File: config.mk
export PLATFORM = sky130hd
export DESIGN_NAME = riscv_pipe_tracker
export DESIGN_NICKNAME = d
export VERILOG_FILES = /design/src/rtl/riscv_pipe_tracker.sv
export SDC_FILE = /design/constraint.sdc
export NUM_CORES = 1
export LEC_CHECK = 0
export BUFFER_PORTS_ARGS = -buffer_cell sky130_fd_sc_hd__buf_4
export CAP_MARGIN = 5
export CORE_AREA = 2 2 177 179
export DETAILED_ROUTE_END_ITERATION = 7
export DIE_AREA = 0 0 179 181
export PLACE_DENSITY = 0.67
export SETUP_SLACK_MARGIN = 0.3
export SLEW_MARGIN = 20
export SYNTH_ARGS = -nofsm -noshare
export SYNTH_HDL_FRONTEND = slang
export SYNTH_SLANG_ARGS = --single-unit
File: constraint.sdc
create_clock -name clk -period 15.8 [get_ports clk]
set_input_delay 2.37 -clock clk [delete_from_list [all_inputs] [get_ports clk]]
set_output_delay 2.37 -clock clk [all_outputs]
set_load 0.02 [all_outputs]
File: src/rtl/riscv_pipe_tracker.sv
// riscv_pipe_tracker: in-order issue-to-writeback tracker for the RISC-V core.
// Carries DEPTH stages of {valid, pc, inst, ctrl, result}. Stage 0 captures the
// ALU/CSR/load/divide result at exit; stage MUL_STAGE captures the multiply result
// at exit. A busy stage 0 holds while older stages drain behind a bubble; flush
// kills everything in flight.
//
// Ports:
//   clk, srst_n        clock, synchronous active-low reset
//   issue_*            offered instruction: valid, pc, inst, ctrl {csr,div,mul,store,load,rd_use}
//   issue_stall        freeze all stages
//   flush              kill every in-flight instruction at the next edge
//   *_result, csr_rdata, mem_data, mem_done, div_valid   unit results and completions
//   stall              stage 0 busy, issue must not advance
//   fwd_rd/data/ok     per-stage forwarding taps (slice k = stage k)
//   wb_*               writeback commit of stage DEPTH-1
module riscv_pipe_tracker #(
    parameter int unsigned DEPTH     = 3,
    parameter int unsigned XLEN      = 32,
    parameter int unsigned MUL_STAGE = 1
) (
    input  logic                    clk,
    input  logic                    srst_n,
    input  logic                    issue_valid,
    input  logic [31:0]             issue_pc,
    input  logic [31:0]             issue_inst,
    input  logic [5:0]              issue_ctrl,
    input  logic                    issue_stall,
    input  logic                    flush,
    input  logic [XLEN-1:0]         alu_result,
    input  logic [XLEN-1:0]         csr_rdata,
    input  logic [XLEN-1:0]         mem_data,
    input  logic [XLEN-1:0]         div_result,
    input  logic [XLEN-1:0]         mul_result,
    input  logic                    mem_done,
    input  logic                    div_valid,
    output logic                    stall,
    output logic [5*DEPTH-1:0]      fwd_rd,
    output logic [XLEN*DEPTH-1:0]   fwd_data,
    output logic [DEPTH-1:0]        fwd_ok,
    output logic                    wb_valid,
    output logic [4:0]              wb_rd,
    output logic [XLEN-1:0]         wb_data,
    output logic [31:0]             wb_pc,
    output logic [31:0]             wb_inst
);

    localparam int unsigned CtrlRdUse = 0;
    localparam int unsigned CtrlLoad  = 1;
    localparam int unsigned CtrlStore = 2;
    localparam int unsigned CtrlMul   = 3;
    localparam int unsigned CtrlDiv   = 4;
    localparam int unsigned CtrlCsr   = 5;

    logic [DEPTH-1:0] valid_q;
    logic [31:0]      pc_q   [DEPTH];
    logic [31:0]      inst_q [DEPTH];
    logic [5:0]       ctrl_q [DEPTH];
    // Stage 0 has no result register: its result is the exit mux below.
    logic [XLEN-1:0]  res_q  [1:DEPTH-1];

    logic             busy0;
    logic [XLEN-1:0]  exit0;

    always_comb begin
        busy0 = valid_q[0] &
                (((ctrl_q[0][CtrlLoad] | ctrl_q[0][CtrlStore]) & ~mem_done) |
                 (ctrl_q[0][CtrlDiv] & ~div_valid));

        // Gated by valid so an empty stage 0 forwards (and hands down) zero.
        exit0 = '0;
        if (valid_q[0]) begin
            if (ctrl_q[0][CtrlDiv]) begin
                exit0 = div_result;
            end else if (ctrl_q[0][CtrlLoad]) begin
                exit0 = mem_data;
            end else if (ctrl_q[0][CtrlCsr]) begin
                exit0 = csr_rdata;
            end else begin
                exit0 = alu_result;
            end
        end
    end

    always_ff @(posedge clk) begin
        if (!srst_n) begin
            valid_q <= '0;
            for (int unsigned k = 0; k < DEPTH; k++) begin
                pc_q[k]   <= '0;
                inst_q[k] <= '0;
                ctrl_q[k] <= '0;
            end
            for (int unsigned k = 1; k < DEPTH; k++) begin
                res_q[k] <= '0;
            end
        end else if (flush) begin
            // Abandoned divides/memory accesses are simply forgotten.
            valid_q <= '0;
            for (int unsigned k = 0; k < DEPTH; k++) begin
                ctrl_q[k] <= '0;
            end
        end else if (!issue_stall) begin
            // Older stages always drain, even while stage 0 is busy.
            for (int unsigned k = 2; k < DEPTH; k++) begin
                valid_q[k] <= valid_q[k-1];
                pc_q[k]    <= pc_q[k-1];
                inst_q[k]  <= inst_q[k-1];
                ctrl_q[k]  <= ctrl_q[k-1];
                res_q[k]   <= (k - 1 == MUL_STAGE && valid_q[k-1] && ctrl_q[k-1][CtrlMul]) ?
                              mul_result : res_q[k-1];
            end

            if (busy0) begin
                valid_q[1] <= 1'b0;
                pc_q[1]    <= '0;
                inst_q[1]  <= '0;
                ctrl_q[1]  <= '0;
                res_q[1]   <= '0;
            end else begin
                valid_q[1] <= valid_q[0];
                pc_q[1]    <= pc_q[0];
                inst_q[1]  <= inst_q[0];
                ctrl_q[1]  <= ctrl_q[0];
                res_q[1]   <= exit0;
                valid_q[0] <= issue_valid;
                pc_q[0]    <= issue_valid ? issue_pc   : '0;
                inst_q[0]  <= issue_valid ? issue_inst : '0;
                ctrl_q[0]  <= issue_valid ? issue_ctrl : '0;
            end
        end
    end

    always_comb begin
        stall    = busy0;
        fwd_rd   = '0;
        fwd_data = '0;
        fwd_ok   = '0;
        for (int unsigned k = 0; k < DEPTH; k++) begin
            fwd_rd[5*k +: 5] = (valid_q[k] & ctrl_q[k][CtrlRdUse]) ? inst_q[k][11:7] : 5'd0;
            fwd_ok[k] = valid_q[k] & ctrl_q[k][CtrlRdUse] &
                        ~(ctrl_q[k][CtrlMul] & (k <= MUL_STAGE)) &
                        ~((k == 0) & busy0);
        end
        fwd_data[XLEN-1:0] = exit0;
        for (int unsigned k = 1; k < DEPTH; k++) begin
            fwd_data[XLEN*k +: XLEN] = res_q[k];
        end

        // Writeback is still presented in a flush cycle so the redirecting op commits.
        wb_valid = valid_q[DEPTH-1] & ~issue_stall;
        wb_rd    = (wb_valid & ctrl_q[DEPTH-1][CtrlRdUse]) ? inst_q[DEPTH-1][11:7] : 5'd0;
        wb_data  = res_q[DEPTH-1];
        wb_pc    = pc_q[DEPTH-1];
        wb_inst  = inst_q[DEPTH-1];
    end

endmodule

Yosys cells after proc, flatten, opt, wreduce, memory -nomap -nowiden. Memories as Yosys holds them, arrays and structs flattened. Index checks and enable logic that the tools add are counted.

Multiplexer cells: 49. Bitwise gates (word level): 38. Reduce and logical (&&, ||, !) cells: 3.

Operators by type and width (number): 32-bit 2-to-1 mux (18); 6-bit 2-to-1 mux (8); 5-bit 2-to-1 mux (4); 1-bit OR (20); 1-bit 2-to-1 mux (19); 1-bit AND (11); 1-bit inverter (7); 2-bit AND reduction (1); 2-bit OR reduction (1); 1-bit logical AND (1).

Bits in registers: 3. RAM bits: 274. Bits of input ports: 237. Output and inout bits: 217. Logic and storage cells: 96. Memories kept: 4.

Memories: inst_q (words 3, width 32, rd ports 3, clocked after Yosys merged registers in 0, write ports 3, line 56) `logic [31:0] inst_q [DEPTH];`; pc_q (words 3, width 32, rd ports 3, clocked after Yosys merged registers in 0, write ports 3, line 55) `logic [31:0] pc_q [DEPTH];`; res_q (words 2, width 32, rd ports 2, clocked after Yosys merged registers in 0, write ports 2, line 59) `logic [XLEN-1:0] res_q [1:DEPTH-1];`; ctrl_q (words 3, width 6, rd ports 3, clocked after Yosys merged registers in 0, write ports 3, line 57) `logic [5:0] ctrl_q [DEPTH];`.

Longest topological paths before layout.
Word-level depth: 11. Depth in mapped cells: 6.

Worst setup path before layout. OpenSTA, ideal clock, no wires.

Kind: input to register. Start: input port mem_done. End: memory inst_q[0][0] (enable). Setup time: 0.574 ns. Arrival time: 7.302 ns. Slack: 7.924 ns. Stages: 3. Buffers on the path: 0. Cells stage by stage: o21bai_1 a21oi_1 o21ai_0.

RTL lines: start: declaration (line 34) `input logic mem_done,`; end: declaration (line 56).

Worst setup path in the final report.
Start: input port mem_done. End: output port stall.

Word-level cells in the longest chain between the ends: 4.

RTL lines: 1-bit inverter (line 66) `(((ctrl_q[0][CtrlLoad] | ctrl_q[0][CtrlStore]) & ~mem_done) |`; 1-bit AND (line 66); 1-bit OR (line 66); 1-bit AND (line 65) `busy0 = valid_q[0] &`; end: declaration (line 36) `output logic stall,`.

Every way passes these cells.

==> flow_summary.yaml <==
drt:
  vias: 8161
  ant_nets: 0
  drt-initial-drc-count: 534
  wl_mm: 35.0
  detail_route.first_pass.iterations: 5
  viasPerCell: 4.88
  drc: 0
  wl_per_cell_um: 20.9
logic_synthesis:
  avgSynthCellArea_um2: 13.4
  synth_seq_cells: 268
  yosysSeqAreaShare_pct: 65.9
  syn-num-nets: 1144
  synthesis.area_um2: 12200
  async_flop_share_pct: 0
  synth-edff-count: 265
  yosysWarnings: 0
  synth_ff_type: "edfxtp_1"
  ys_types: 33
  synthCells: 907
grt:
  overflow: 0
  grt_pass1_wl_mm: 49.2
  track_usage_pct: 20.6
  grt_pass1_vias: 7864
  grt_antenna_before_repair: 4
  grt_max_degree: 71
floorplanning:
  die_area_um2: 32400
  rows: 64
  start_util_pct: 40.1
  die_h_um: 181
  pin_count: 454
  coreArea_um2: 30300
  die_w_um: 179
finish:
  register_area_um2: 8020
  drive_gt1_share_pct: 43.9
  layout.cells.most_common_list: "467 x buf_4, 265 x edfxtp_1, 168 x and2_1, 70 x nand2_1, 62 x a211oi_1"
  layout_commonest_cell: "buf_4"
  nets: 1491
  multi_input_comb_area_um2: 3190
  syn2layout_area_growth_pct: 33.1
  nFillCells: 2584
clock_network:
  cts_tree: "built"
  cts_resized: 0
  htreeDepth: 1
  cts_buffer_depth: 3
  clk_latency_ns: 0.56
  cts_inserted_buffers: 30
  clkSinkCount: 268
  cts_setup_buffers: 0
  hold_buffers: 0
  clockRootBuffer: "clkbuf_16"
  clkTransAtPathRegs_ns: 0.06
worst_hold_path:
  min_to: "pc_q[0][84]"
  whs_path_depth: 1
  hp-class: "reg -> reg"
  hp-start: "pc_q[0][52]"
power:
  ir_drop_v: 0.0000818
  p_leak_nw: 6.80
  power_frac_clock_pct: 38.5
  switchingPower_w: 0.000390
  p_per_area_nw_per_um2: 104
  pwr-share-seq_pct: 50.2
  p_sw_share_pct: 23.2
  share_comb_of_total_power_pct: 11.3
  intPower_w: 0.00129
timing:
  drv_slew: 0
  hold_ws_ns: 0.511
  final.setup_skew_ns: 0.0209
  tightestPinTransition_ns: 1.03
  period_share_pct: 36.2
  rsz0062_at_grt: "false"
  setup_tns_ns: 0
  fmax_mhz: 175
  finalSetupViolCount: 0
  slew-limit-headroom_pct: 31.4
  hold_viol_final: 0
  post-route-min-period_ns: 5.72
setup_path:
  ff2ff_setup_slack_ns: 12.91
  reg2reg_depth: 5
  cp-end-kind: "primary output"
  cp-start-kind: "primary input"
  critical_path_class: "in -> out"
  rr_startpoint: "valid_q[0]"
  critPathArrivalTime_ns: 3.35
  required_ns: 13.43
  r2r-end: "res_q[1][30]"
  critPathMaxFanout: 4
placed_design:
  place_congestion: 0.944
  port-buffer-count: 453
  hpwlAfterDp_mm: 25.9
job:
  cap_violations: 0
outcome:
  status: "finished clean"
## metal layers
metal	global-route usage, %	up-vias	part of all wire (%)
li1	-	3861	-
met1	26.2	3920	40
met2	35.0	325	49
met3	5.01	53	8.4
met4	5.27	2	2.6
met5	0	-	0.046
## registers in the layout, summed over array words and instances (netlist names)
register  flops
valid_q       3
inst_q       96
pc_q         96
res_q        64
ctrl_q        9
## per-stage QoR
step	util, %	std cells	setup WS, ns	instance area (um2)	power [W]
floorplan	-	907	7.92	12200	0.000961
global placement	50.2	1617	10.10	15200	0.00105
detailed placement	50.2	1617	10.08	15200	0.00105
CTS	53.2	1667	10.08	16100	0.00170
global route	53.3	1668	10.0	16200	0.00174
finish	53.3	1671	10.08	16200	0.00169
## cells in the mapped netlist (2+ instances only)
master | instances | share of area (%)
edfxtp_1 | 265 | 65
and2_1 | 168 | 8.6
buf_4 | 97 | 6.0
nand2_1 | 70 | 2.2
a211oi_1 | 62 | 3.8
and2_4 | 40 | 2.9
a21oi_1 | 33 | 1.4
mux2i_1 | 32 | 2.6
o22ai_1 | 32 | 1.6
clkbuf_1 | 28 | 0.86
buf_2 | 22 | 0.91
and3_1 | 15 | 0.77
o21ai_0 | 7 | 0.29
buf_6 | 5 | 0.46
nor2_1 | 5 | 0.15
dfxtp_1 | 3 | 0.49
inv_1 | 3 | 0.093
nand2b_1 | 3 | 0.15
a2111oi_0 | 2 | 0.14
nor2b_1 | 2 | 0.10
## power groups by stage
stage | Combinational [W] | Clock, W | Sequential, W
after CTS | 0.000191 | 0.000666 | 0.000847
final | 0.000191 | 0.000648 | 0.000846
after global routing | 0.000203 | 0.000691 | 0.000851
after floorplan | 0.0000930 | 0 | 0.000868
after detailed placement | 0.000191 | 0 | 0.000861
after global placement | 0.000190 | 0 | 0.000860
## cells by family after synthesis
family	Yosys count	share of synthesized area (%)
buffers and inverters	157	8.39
DFF	268	65.9
muxes	33	2.73
AOI/OAI and AO/OA	139	7.56
and+or+nand+nor	310	15.4
## final cells by class
type | instances | share of cell area, %
tap | 396 | 3.06
clock inverter | 12 | 0.835
multi-input combinational | 482 | 19.7
clock buffer | 38 | 4.83
inverter | 4 | 0.0928
timing repair buffer | 468 | 21.8
sequential | 268 | 49.6
antenna | 3 | 0.0464
## worst max path at each step
stage	depth (start not counted)	endpoint	startpoint	slack [ns]
after floorplan	3	inst_q[0][0]	mem_done	7.92
after global routing	4	stall	mem_done	10.0
after CTS	4	stall	mem_done	10.08
final	4	stall	mem_done	10.08
after detailed placement	4	stall	mem_done	10.08
after global placement	4	stall	mem_done	10.10
## worst max-delay path: stages
cell	delay, ns
buf_4	0.11
o21bai_1	0.18
a21oi_1	0.45
buf_4	0.24
(Power assumes the default switching activity.)
